File: src/rtl/booth_pkg.sv
// booth_pkg -- shared definitions for the Booth MAC accumulator.
//   GUARD_DEF : default number of guard bits above the 2*WIDTH product
//   acc_w()   : accumulator width, 2*WIDTH + GUARD
//   state_e   : IDLE (no open sum, acc == 0) / ACCUM (at least one term absorbed)
package booth_pkg;
  localparam int GUARD_DEF = 8;

  function automatic int acc_w(input int width, input int guard);
    return 2 * width + guard;
  endfunction

  typedef enum logic {
    IDLE  = 1'b0,
    ACCUM = 1'b1
  } state_e;
endpackage

File: src/rtl/booth_mac_fifo2.sv
// booth_mac_fifo2 -- 2-entry FIFO holding completed sums ({ovf, sum}).
//   clk, rst : clock, synchronous active-high reset
//   push/din : write din (caller only pushes when !full or popping same cycle)
//   pop      : remove head (caller only pops when !empty)
//   full, empty, dout : status and head entry (dout reads 0 when empty)
module booth_mac_fifo2 #(
  parameter int DW = 8
) (
  input  logic          clk,
  input  logic          rst,
  input  logic          push,
  input  logic          pop,
  input  logic [DW-1:0] din,
  output logic          full,
  output logic          empty,
  output logic [DW-1:0] dout
);
  logic [1:0][DW-1:0] mem_q, mem_d;
  logic               rd_q, rd_d, wr_q, wr_d;
  logic [1:0]         cnt_q, cnt_d;

  assign full  = (cnt_q == 2'd2);
  assign empty = (cnt_q == 2'd0);
  // Zeroed when empty so the result port is 0 after reset and between sums.
  assign dout  = empty ? '0 : mem_q[rd_q];

  always_comb begin
    mem_d = mem_q;
    rd_d  = rd_q;
    wr_d  = wr_q;
    // Push into a full FIFO with a pop reuses the head slot being vacated.
    if (push) begin
      mem_d[wr_q] = din;
      wr_d        = ~wr_q;
    end
    if (pop) rd_d = ~rd_q;
    cnt_d = cnt_q + 2'(push) - 2'(pop);
  end

  always_ff @(posedge clk) begin
    if (rst) begin
      mem_q <= '0;
      rd_q  <= 1'b0;
      wr_q  <= 1'b0;
      cnt_q <= 2'd0;
    end else begin
      mem_q <= mem_d;
      rd_q  <= rd_d;
      wr_q  <= wr_d;
      cnt_q <= cnt_d;
    end
  end
endmodule

File: src/rtl/booth_mac_accum.sv
// booth_mac_accum -- dot-product accumulator behind a non-stallable multiplier.
//   clk, rst        : clock, synchronous active-high reset
//   in_valid/product: one product term per valid cycle (2*WIDTH bits)
//   prod_signed     : 1 sign-extends product, 0 zero-extends
//   in_last         : final term of the current dot product
//   acc_clear       : discard the running sum (a same-cycle term starts a new sum)
//   out_valid/out_ready/result/ovf : completed sums from a 2-deep FIFO
//   overrun         : sticky, a completed sum was dropped on a full FIFO
// Build option: BOOTH_MAC_SAT_EN saturates the accumulator instead of wrapping.
module booth_mac_accum
  import booth_pkg::*;
#(
  parameter  int WIDTH = 32,
  parameter  int GUARD = GUARD_DEF,
  localparam int ACC_W = acc_w(WIDTH, GUARD)
) (
  input  logic                    clk,
  input  logic                    rst,
  input  logic                    in_valid,
  input  logic [2*WIDTH-1:0]      product,
  input  logic                    prod_signed,
  input  logic                    in_last,
  input  logic                    acc_clear,
  output logic                    out_valid,
  input  logic                    out_ready,
  output logic signed [ACC_W-1:0] result,
  output logic                    ovf,
  output logic                    overrun
);
  localparam logic [ACC_W-1:0] ACC_MAX = {1'b0, {(ACC_W-1){1'b1}}};
  localparam logic [ACC_W-1:0] ACC_MIN = {1'b1, {(ACC_W-1){1'b0}}};

  state_e           state_q, state_d;
  logic [ACC_W-1:0] acc_q, acc_d;
  logic             sum_ovf_q, sum_ovf_d;
  logic             overrun_q, overrun_d;

  logic [ACC_W-1:0] term, base, sum_raw, sum_fix;
  logic             add_ovf, new_ovf;
  logic             push, push_ok, pop, full, empty;
  logic [ACC_W:0]   head;

  // Clear takes effect before the same-cycle term is added.
  always_comb begin
    term    = {{GUARD{prod_signed & product[2*WIDTH-1]}}, product};
    base    = acc_clear ? '0 : acc_q;
    sum_raw = base + term;
    // Signed overflow: like-signed operands giving an opposite-signed sum.
    add_ovf = (base[ACC_W-1] == term[ACC_W-1]) && (sum_raw[ACC_W-1] != base[ACC_W-1]);
    new_ovf = (!acc_clear && sum_ovf_q) || add_ovf;
`ifdef BOOTH_MAC_SAT_EN
    sum_fix = add_ovf ? (base[ACC_W-1] ? ACC_MIN : ACC_MAX) : sum_raw;
`else
    sum_fix = sum_raw;
`endif
  end

  always_comb begin
    state_d   = state_q;
    acc_d     = acc_q;
    sum_ovf_d = sum_ovf_q;
    overrun_d = overrun_q;
    push      = 1'b0;
    if (in_valid) begin
      if (in_last) begin
        push      = 1'b1;
        acc_d     = '0;
        sum_ovf_d = 1'b0;
        state_d   = IDLE;
        if (full && !pop) overrun_d = 1'b1;
      end else begin
        acc_d     = sum_fix;
        sum_ovf_d = new_ovf;
        state_d   = ACCUM;
      end
    end else if (acc_clear) begin
      acc_d     = '0;
      sum_ovf_d = 1'b0;
      state_d   = IDLE;
    end
  end

  assign pop     = !empty && out_ready;
  assign push_ok = push && (!full || pop);

  always_ff @(posedge clk) begin
    if (rst) begin
      state_q   <= IDLE;
      acc_q     <= '0;
      sum_ovf_q <= 1'b0;
      overrun_q <= 1'b0;
    end else begin
      state_q   <= state_d;
      acc_q     <= acc_d;
      sum_ovf_q <= sum_ovf_d;
      overrun_q <= overrun_d;
    end
  end

  booth_mac_fifo2 #(.DW(ACC_W + 1)) u_fifo (
    .clk   (clk),
    .rst   (rst),
    .push  (push_ok),
    .pop   (pop),
    .din   ({new_ovf, sum_fix}),
    .full  (full),
    .empty (empty),
    .dout  (head)
  );

  assign out_valid = !empty;
  assign result    = head[ACC_W-1:0];
  assign ovf       = head[ACC_W];
  assign overrun   = overrun_q;
endmodule

File: config.mk
export PLATFORM = sky130hd
export DESIGN_NAME = booth_mac_accum
export DESIGN_NICKNAME = d
export VERILOG_FILES = /design/src/rtl/booth_pkg.sv /design/src/rtl/booth_mac_fifo2.sv /design/src/rtl/booth_mac_accum.sv
export SDC_FILE = /design/constraint.sdc
export NUM_CORES = 1
export LEC_CHECK = 0
export CORE_MARGIN = 5
export CORE_UTILIZATION = 45
export CTS_BUF_LIST = sky130_fd_sc_hd__clkbuf_8
export DETAILED_ROUTE_END_ITERATION = 12
export GPL_ROUTABILITY_DRIVEN = 0
export PLACE_DENSITY = 0.66
export SYNTH_ARGS = -nofsm -noshare
export SYNTH_HDL_FRONTEND = slang
export SYNTH_SLANG_ARGS = --single-unit
File: constraint.sdc
create_clock -name clk -period 4.4 [get_ports clk]
set_clock_uncertainty 0.2 [all_clocks]
set_input_delay 0.66 -clock clk [delete_from_list [all_inputs] [get_ports clk]]
set_output_delay 0.66 -clock clk [all_outputs]
set_load 0.05 [all_outputs]
# [Word level (Yosys, flattened, before mapping)]
# Index checks and enable logic that the tools add are counted.
[totals] regBits=224 inputBits=71 output_inout_bits=75 word_cells=49
[classes] add_sub_neg=3 magnitude_cmp=3 n_eq_ne=3 n_mux=14 bitwise_logic=3 reduce_logical=15
[ops] cell="two-way mux 73 bit" count=4
[ops] cell="two-way mux 72 bit" count=3
[ops] cell="bitwise mux 146 bit" count=1
[ops] cell="demux 73 bit (select 1 bit)" count=1
[ops] cell="adder 72 bit" count=1
[ops] cell="logical AND 1 bit" count=6
[ops] cell="two-way mux 1 bit" count=5
[ops] cell="logical NOT 1 bit" count=4
[ops] cell="< comparator 1 x 2 -> 1 bit (second input constant)" count=2
[ops] cell="AND reduction 3 bit" count=1
[ops] cell="adder 2 x 1 -> 2 bit" count=1
[ops] cell="equality test 2 bit (second input constant)" count=1
[ops] cell="logical NOT 2 bit" count=1
[ops] cell="logical OR 1 bit" count=2
[ops] cell="NOT 1 bit" count=2
[ops] cell="nonzero test 2 bit" count=1
[ops] cell="subtractor 2 x 1 -> 2 bit" count=1
[ops] cell="AND 1 bit" count=1
[ops] cell="equality test 1 bit" count=1
[ops] cell=">= comparator 1 bit (second input constant)" count=1
[ops] cell="inequality test 1 bit" count=1

# [Depth between registers and ports, before layout]
# Gate-level depths: netlist of run 1.
[logic_depth] word_depth=7 ltp_mapped=16 ltp_nobuf=14

# [Cells and area by module]
# Synthesis of run 1 repeated with hierarchy kept, for this count alone.
[unflattened] hier_cells=1795 area_unflattened_um2=13626.8
[modules_own_cells] module="booth_mac_accum" n_inst=1 cells_per_inst=979 area_each_um2=7330.8 seq_area_each_um2=1481.4
[modules_own_cells] module="booth_mac_fifo2" n_inst=1 cells_per_inst=816 area_each_um2=6296.0 seq_area_each_um2=3002.9

# [Least setup slack after synthesis of run 1]
# Ideal clock, no wire load.
[synth_path] kind="input to register" from="in acc_clear" to="reg u_fifo.mem_q[143] in the netlist's numbering" setup_ns=0.117 t_arrival_ns=3.615 required_time_ns=4.083 path_slack_ns=0.468 stages=15 n_path_buf=3 path_cell_list="clkbuf_1 clkbuf_1 nor2b_1 ha_1 buf_2 and3_1 and2_1 a221oi_2 o21ai_1 a211oi_2 o211ai_2 nand3_1 a21oi_1 or3_1 a32o_1"
[synth_between] elab_chain_cells=3
[synth_lines] element="from (decl)" line="booth_mac_accum.sv:23" source="input logic acc_clear,"
[synth_lines] element="two-way mux 72 bit"
[synth_lines] element="adder 72 bit" line="booth_mac_accum.sv:47" source="sum_raw = base + term;"
[synth_lines] element="bitwise mux 146 bit" line="booth_mac_fifo2.sv:33" source="mem_d[wr_q] = din;"
[synth_lines] element="to (signal assigned)" line="booth_mac_fifo2.sv:47" source="mem_q <= mem_d;"
[synth_lines] element="to (decl)" line="booth_mac_fifo2.sv:18" source="logic [1:0][DW-1:0] mem_q, mem_d;"
# Every way passes these cells.
# A chain may end at the register's enable or synchronous reset.

# [Worst setup path after layout of run 1]
[layout_path] from="in acc_clear" to="reg u_fifo.mem_q[56] in the netlist's numbering"
# The elaborated chain is that of the path after synthesis.

==> summary.md, run 1 <==
| Metric | Value |
|---|---|
| HP Class | reg -> reg |
| Post-CTS resize count | 0 |
| Setup WS post-layout | 0.371 ns |
| Site Rows | 63 |
| Full die area | 33,600 µm² |
| Endpoints failing setup | 0 |
| CTS Buffer Depth | 3 |
| Largest net degree at the start of global routing | 59 |
| Overall power | 0.00566 W |
| Worst Tran Pin Value | 0.813 ns |
| Max H-tree Level | 2 |
| Arr. time, crit path | 4.29 ns |
| Post-detail-place hpwl | 29,400 µm |
| Yosys reg bits | 224 |
| Cell leakage power | 6.41 nW |
| Final wirelength | 40,700 µm |
| WL per Instance | 18.3 µm |
| Initial Utilization | 45.6% |
| Num ports | 146 |
| Buffers & Inverters on Critical Path | 3 |
| VDD IR max | 0.000248 V |
| Main synth FF type | dfxtp_1 |
| Core area | 29,600 µm² |
| Final hold vios | 0 |
| Fmax | 248 MHz |
| Later-pin clock latency in the skew report | 0.55 ns |
| I/O Buffers | 145 |
| Sink Count | 224 |
| First-pass GRT wire length | 65,000 µm |
| Vias in the first global route | 12,300 |
| Initial antenna violation count | 0 |
| WS Path Type | in -> reg |
| Worst setup EP type | register |
| Area grow syn2layout | 20.7% |
| Chip Width | 183 µm |
| Hold buffers post-CTS | 0 |
| Post-synthesis sequential area ratio | 33.2% |
| Routed vias/inst | 5.76 |
| Fin area | 16,300 µm² |
| Root Driver | clkbuf_8 |
| Setup Buffers After CTS | 0 |
| Cells after synthesis | 1,680 |
| Cell Area, Synth | 13,500 µm² |
| CP Data Required Time | 4.66 ns |
| Gr ovfl total | 0 |
| Ys Warns | 0 |
| Netlist cell types | 77 |
| Crit-path slowest cell | a211oi_1 |
| RSZ-0062 raised after global routing | false |
| Residual DRC | 0 |
| Max-cap violations | 0 |
| Final nets | 1,959 |
| Final core occ | 55.0% |
| Placement Setup Slack | -0.0484 ns |
| Asr flop ratio synth | 0% |
| Fin crit share | 91.6% |
| Tot GR Track Use | 23.4% |
| Reg area | 4490 µm² |
| Fillers | 2,835 |
| Outcome | finished clean |
| DP Area | 15,500 µm² |
| Reg clk slew, reported paths | 0.05 ns |
| Via count | 12,800 |
| WHS | 0.251 ns |
| PD cells | 348 nW/µm² |
| Max-slew violations | 0 |
| Final min period | 4.03 ns |
| Die Y | 183 µm |
| Iteration-0 DRC Markers | 836 |
| Slew HR | 45.8% |
| CP Launch Type | input port |
| Pre-antenna DRT Iters | 5 |
| CP cell instances | buf_2 > nor2b_1 > ha_1 > inv_1 > fa_1 > nand2b_1 > a21o_1 > a21oi_1 > o21ai_0 > a211oi_1 > nor2_1 > o21ai_0 > buf_4 > xor2_1 > nand2_1 > a21oi_1 |
| Post-route antenna net violation count | 0 |
| CTS Buf Count | 41 |
| N_diodes | 0 |
| Multi-input gate area | 8450 µm² |
| Layout cells sized above 1 | 8.39% |
| CTS tree | done |
| Net Count, Synth | 1,825 |
| Syn Area/Cell | 8.04 µm² |
| Crit-path leading delay family | compound AO/OA/AOI/OAI gates |
| Post-synth EDFFs | 0 |
| Crit-path max cell delay | 0.55 ns |
| Max FO, Critical Path | 19 |
cell type report:
| cell class | instances | area share, % |
|---|---|---|
| Clock inverter | 16 | 0.438 |
| Timing Repair Buffer | 210 | 12.2 |
| Tap cell | 390 | 3.00 |
| Inverter | 32 | 0.737 |
| Multi-Input combinational cell | 1305 | 51.9 |
| Clock buffer | 49 | 4.14 |
| Sequential cell | 224 | 27.5 |
registers in the layout, summed over array words and instances (netlist names):
name and cells:
u_fifo.rd_q 1, overrun 1, sum_ovf_q 1, u_fifo.cnt_q 2, u_fifo.wr_q 1, u_fifo.mem_q 146
acc_q 72
worst register-to-register path, stage by stage (launching register included):
cell and delay, ns:
dfxtp_1 0.30, nor2b_1 0.17, ha_1 0.20, inv_1 0.05, fa_1 0.38, nand2b_1 0.18, a21o_1 0.18, a21oi_1 0.20
o21ai_0 0.18, a211oi_1 0.55, nor2_1 0.18, o21ai_0 0.43, buf_4 0.20, xor2_1 0.23, nand2_1 0.08, a21oi_1 0.13
routing by layer:
layer	vias to the layer above	part of all wire, %	track usage (%)
met1	6109	48	33.3
met3	52	5.4	3.73
li1	6292	-	-
met2	373	45	37.4
met4	0	1.9	5.93
met5	-	0	0
cells in the mapped netlist, types with 7 or more instances:
library cell	instances	area, µm²
a211oi_1	10	75.1
and3_1	7	43.8
o2bb2ai_1	13	114
a22oi_1	33	248
nor2b_1	76	475
inv_1	31	116
a21oi_1	161	806
buf_2	9	45.0
a21boi_0	7	52.6
nand2_1	181	679
clkbuf_1	100	375
a21o_1	33	248
a22o_1	73	639
ha_1	73	913
xnor2_1	44	385
o211ai_1	9	67.6
nand3_1	26	130
o21bai_1	24	180
nand4_1	37	231
nor2_1	182	683
o21ai_0	77	385
a31oi_1	10	62.6
o21a_1	14	105
xor2_1	24	210
mux2i_1	75	751
nor3_1	18	90.1
dfxtp_1	224	4480
path summary, 6_finish.rpt:
check	from	end	slack [ns]	depth (start not counted)
hold reg to reg	u_fifo.mem_q[47]$_SDFFE_PP0P_	u_fifo.mem_q[47]$_SDFFE_PP0P_	0.25	2
hold / removal	u_fifo.mem_q[47]$_SDFFE_PP0P_	u_fifo.mem_q[47]$_SDFFE_PP0P_	0.25	2
setup / recovery	acc_clear	u_fifo.mem_q[56]$_SDFFE_PP0P_	0.37	16
setup reg to reg	acc_q[0]$_SDFF_PP0_	u_fifo.mem_q[56]$_SDFFE_PP0P_	0.47	15
metrics by stage:
step	TNS, ns	cells
after floorplan	0	1680
after global placement	-0.00302	2161
after detailed placement	-0.136	2161
after CTS	0	2226
after global routing	0	2226
final	0	2226
placed cells by master (no fill, tap or decap), drive strengths merged, types with 10 or more instances in the layout:
| master | netlist | layout |
|---|---|---|
| a211oi | 14 | 14 |
| a21o | 34 | 34 |
| a21oi | 161 | 161 |
| a22o | 73 | 73 |
| a22oi | 33 | 33 |
| a31oi | 10 | 10 |
| buf | 17 | 67 |
| clkbuf | 102 | 49 |
| clkdlybuf4s50 | 0 | 143 |
| dfxtp | 224 | 224 |
| ha | 73 | 73 |
| inv | 32 | 43 |
| mux2i | 75 | 75 |
| nand2 | 182 | 182 |
| nand3 | 26 | 26 |
| nand4 | 38 | 38 |
| nor2 | 184 | 184 |
| nor2b | 76 | 76 |
| nor3 | 18 | 18 |
| o211ai | 10 | 10 |
| o21a | 14 | 14 |
| o21ai | 85 | 85 |
| o21bai | 24 | 24 |
| o2bb2ai | 13 | 13 |
| xnor2 | 44 | 44 |
| xor2 | 24 | 24 |
logic make-up (layout without fill, tap and decap cells):
kind of cell	Yosys count	in the layout	synth area share, %
adder cells (fa/ha/maj)	74	74	6.91
XOR/XNOR	68	68	4.41
AND/OR/NAND/NOR	574	574	19.8
flip-flops	224	224	33.2
AO/OA/AOI/OAI	514	514	25.7
multiplexers	75	75	5.56
buffers and inverters	151	307	4.41
power by group:
part	internal (W)	switching [W]
Clock	0.000996	0.000866
Combinational	0.000575	0.000964
Sequential	0.00213	0.000126
Total	0.00370	0.00196
Note: power is estimated with default switching activity, not from simulation.
==> run 2: changes to the inputs <==
CELL_PAD_IN_SITES_DETAIL_PLACEMENT = 1   (was not set)
CELL_PAD_IN_SITES_GLOBAL_PLACEMENT = 1   (was not set)
CORE_UTILIZATION = 44   (was 45)
CTS_CLUSTER_DIAMETER = 50   (was not set)
PLACE_DENSITY = 0.83   (was 0.66)
==> summary.md, run 2 (same netlist as run 1, synthesis figures left out) <==
| Metric | Value |
|---|---|
| Outcome | finished clean |
| Setup TNS Final | 0 ns |
| Reg clk slew, reported paths | 0.05 ns |
| Worst setup EP type | register |
| CP cell instances | buf_2 > buf_4 > nor2b_1 > ha_1 > a21o_1 > a211oi_1 > a21oi_1 > o21ai_0 > a211oi_1 > nor2_1 > o21ai_0 > buf_4 > o311ai_0 > buf_4 > o21ai_0 |
| Num ports | 146 |
| Setup Buffers After CTS | 0 |
| Max-slew violations | 0 |
| I/O Buffers | 145 |
| Hold buffers post-CTS | 0 |
| Slew HR | 45.5% |
| Worst r2r path cells | 13 |
| CTS Buf Count | 40 |
| WL per Instance | 20.9 µm |
| RR Endpoint | u_fifo.mem_q[64]$_SDFFE_PP0P_ |
| Crit-path max cell delay | 0.41 ns |
| Top Registers | u_fifo.mem_q: 146 flops, acc_q: 72 flops, u_fifo.cnt_q: 2 flops |
| HP Class | reg -> reg |
| Worst r2r src | acc_q[15]$_SDFF_PP0_ |
| Post-route antenna net violation count | 0 |
| Fillers | 3,653 |
| Tot GR Track Use | 26.6% |
| Core area | 30,400 µm² |
| Initial antenna violation count | 0 |
| DP Area | 15,500 µm² |
| Final min period | 3.93 ns |
| Vias in the first global route | 14,000 |
| WHS Path Cells | 2 |
| First-pass GRT wire length | 74,100 µm |
| Fmax | 255 MHz |
| Final hold vios | 0 |
| Initial Utilization | 44.4% |
| Die Y | 185 µm |
| WHS | 0.257 ns |
| Chip Width | 185 µm |
| Most frequent cells in the layout | dfxtp_1, nand2_1, nor2_1, a21oi_1, clkdlybuf4s50_1 |
| Via count | 13,300 |
| Routed vias/inst | 5.98 |
| Post-Layout Cell Count | 2,226 |
| Max FO, Critical Path | 15 |
| Final nets | 1,947 |
| Iteration-0 DRC Markers | 816 |
| Layout cells sized above 1 | 8.31% |
| Largest Register | u_fifo.mem_q |
| Sink Count | 224 |
| Max FFs per register | 146 |
| VDD IR max | 0.000196 V |
| RSZ-0062 raised after global routing | false |
| Worst Tran Pin Value | 0.815 ns |
| Later-pin clock latency in the skew report | 0.55 ns |
| Root Driver | clkbuf_8 |
| Placed insts | 2,156 |
| Multi-input gate area | 8450 µm² |
| Reg-to-reg setup timing slack | 0.52 ns |
| Fin area | 16,300 µm² |
| Commonest non-fill, non-tap cell in the layout | dfxtp_1 |
| Residual DRC | 0 |
| Critical Path Source | acc_clear |
| Post-detail-place hpwl | 33,400 µm |
| Cell leakage power | 6.39 nW |
| Fin crit share | 89.2% |
| PD cells | 359 nW/µm² |
| Endpoints failing setup | 0 |
| Full die area | 34,300 µm² |
| CP Data Required Time | 4.59 ns |
| N_diodes | 0 |
| Pre-antenna DRT Iters | 5 |
| Worst hold start | u_fifo.mem_q[132]$_SDFFE_PP0P_ |
| CP Launch Type | input port |
| Crit-path slowest cell | o311ai_0 |
| Max H-tree Level | 2 |
| Arr. time, crit path | 4.12 ns |
| Max-cap violations | 0 |
| Gr ovfl total | 0 |
| WHS Endpoint | u_fifo.mem_q[132]$_SDFFE_PP0P_ |
| Area grow syn2layout | 20.8% |
| Largest net degree at the start of global routing | 60 |
| Post-CTS resize count | 0 |
| Reg area | 4490 µm² |
| CTS tree | done |
| WS Path Type | in -> reg |
| CTS Buffer Depth | 3 |
| Site Rows | 64 |
| Final wirelength | 46,500 µm |
| Overall power | 0.00586 W |
==> run 2: where the power goes <==
part,switching (W),internal [W]
logic,0.000998,0.000569
registers,0.000125,0.00213
clock network,0.000912,0.00112
==> run 2: stage by stage <==
stage	util [%]	setup WS, ns
detailed placement	50.8	0.0196
CTS	53.6	0.570
finish	53.6	0.474
global placement	50.8	0.0812
global route	53.6	0.285
floorplan	-	0.468
==> run 2: routing by layer <==
metal / track usage, % / up-vias / wire length (µm)
li1: - / 6250 / -
met5: 0 / - / 0
met3: 3.42 / 106 / 2000
met1: 34.8 / 6551 / 21100
met2: 45.2 / 408 / 21800
met4: 9.57 / 0 / 1640
==> run 2: critical path: cells and delay by family <==
kind	cells	cell delay, ns
and+or+nand+nor	2	0.38
buffers and inverters	4	0.90
adders and majority gates	1	0.35
AOI/OAI and AO/OA	8	1.81
==> run 2: how the worst max path moves through the flow <==
stage,endpoint,slack [ns]
floorplan,u_fifo.mem_q[143]$_SDFFE_PP0P_,0.47
global placement,u_fifo.mem_q[64]$_SDFFE_PP0P_,0.08
detailed placement,u_fifo.mem_q[143]$_SDFFE_PP0P_,0.02
CTS,u_fifo.mem_q[64]$_SDFFE_PP0P_,0.57
global route,u_fifo.mem_q[64]$_SDFFE_PP0P_,0.28
finish,u_fifo.mem_q[64]$_SDFFE_PP0P_,0.47
==> run 2: final cells by class <==
cell class	count	area share, %
multi-input cells	1305	51.8
repair buffers	199	11.7
clock buffers	52	4.39
well taps	396	3.04
flip-flops and latches	224	27.5
inverters	32	0.737
clock inverters	18	0.737
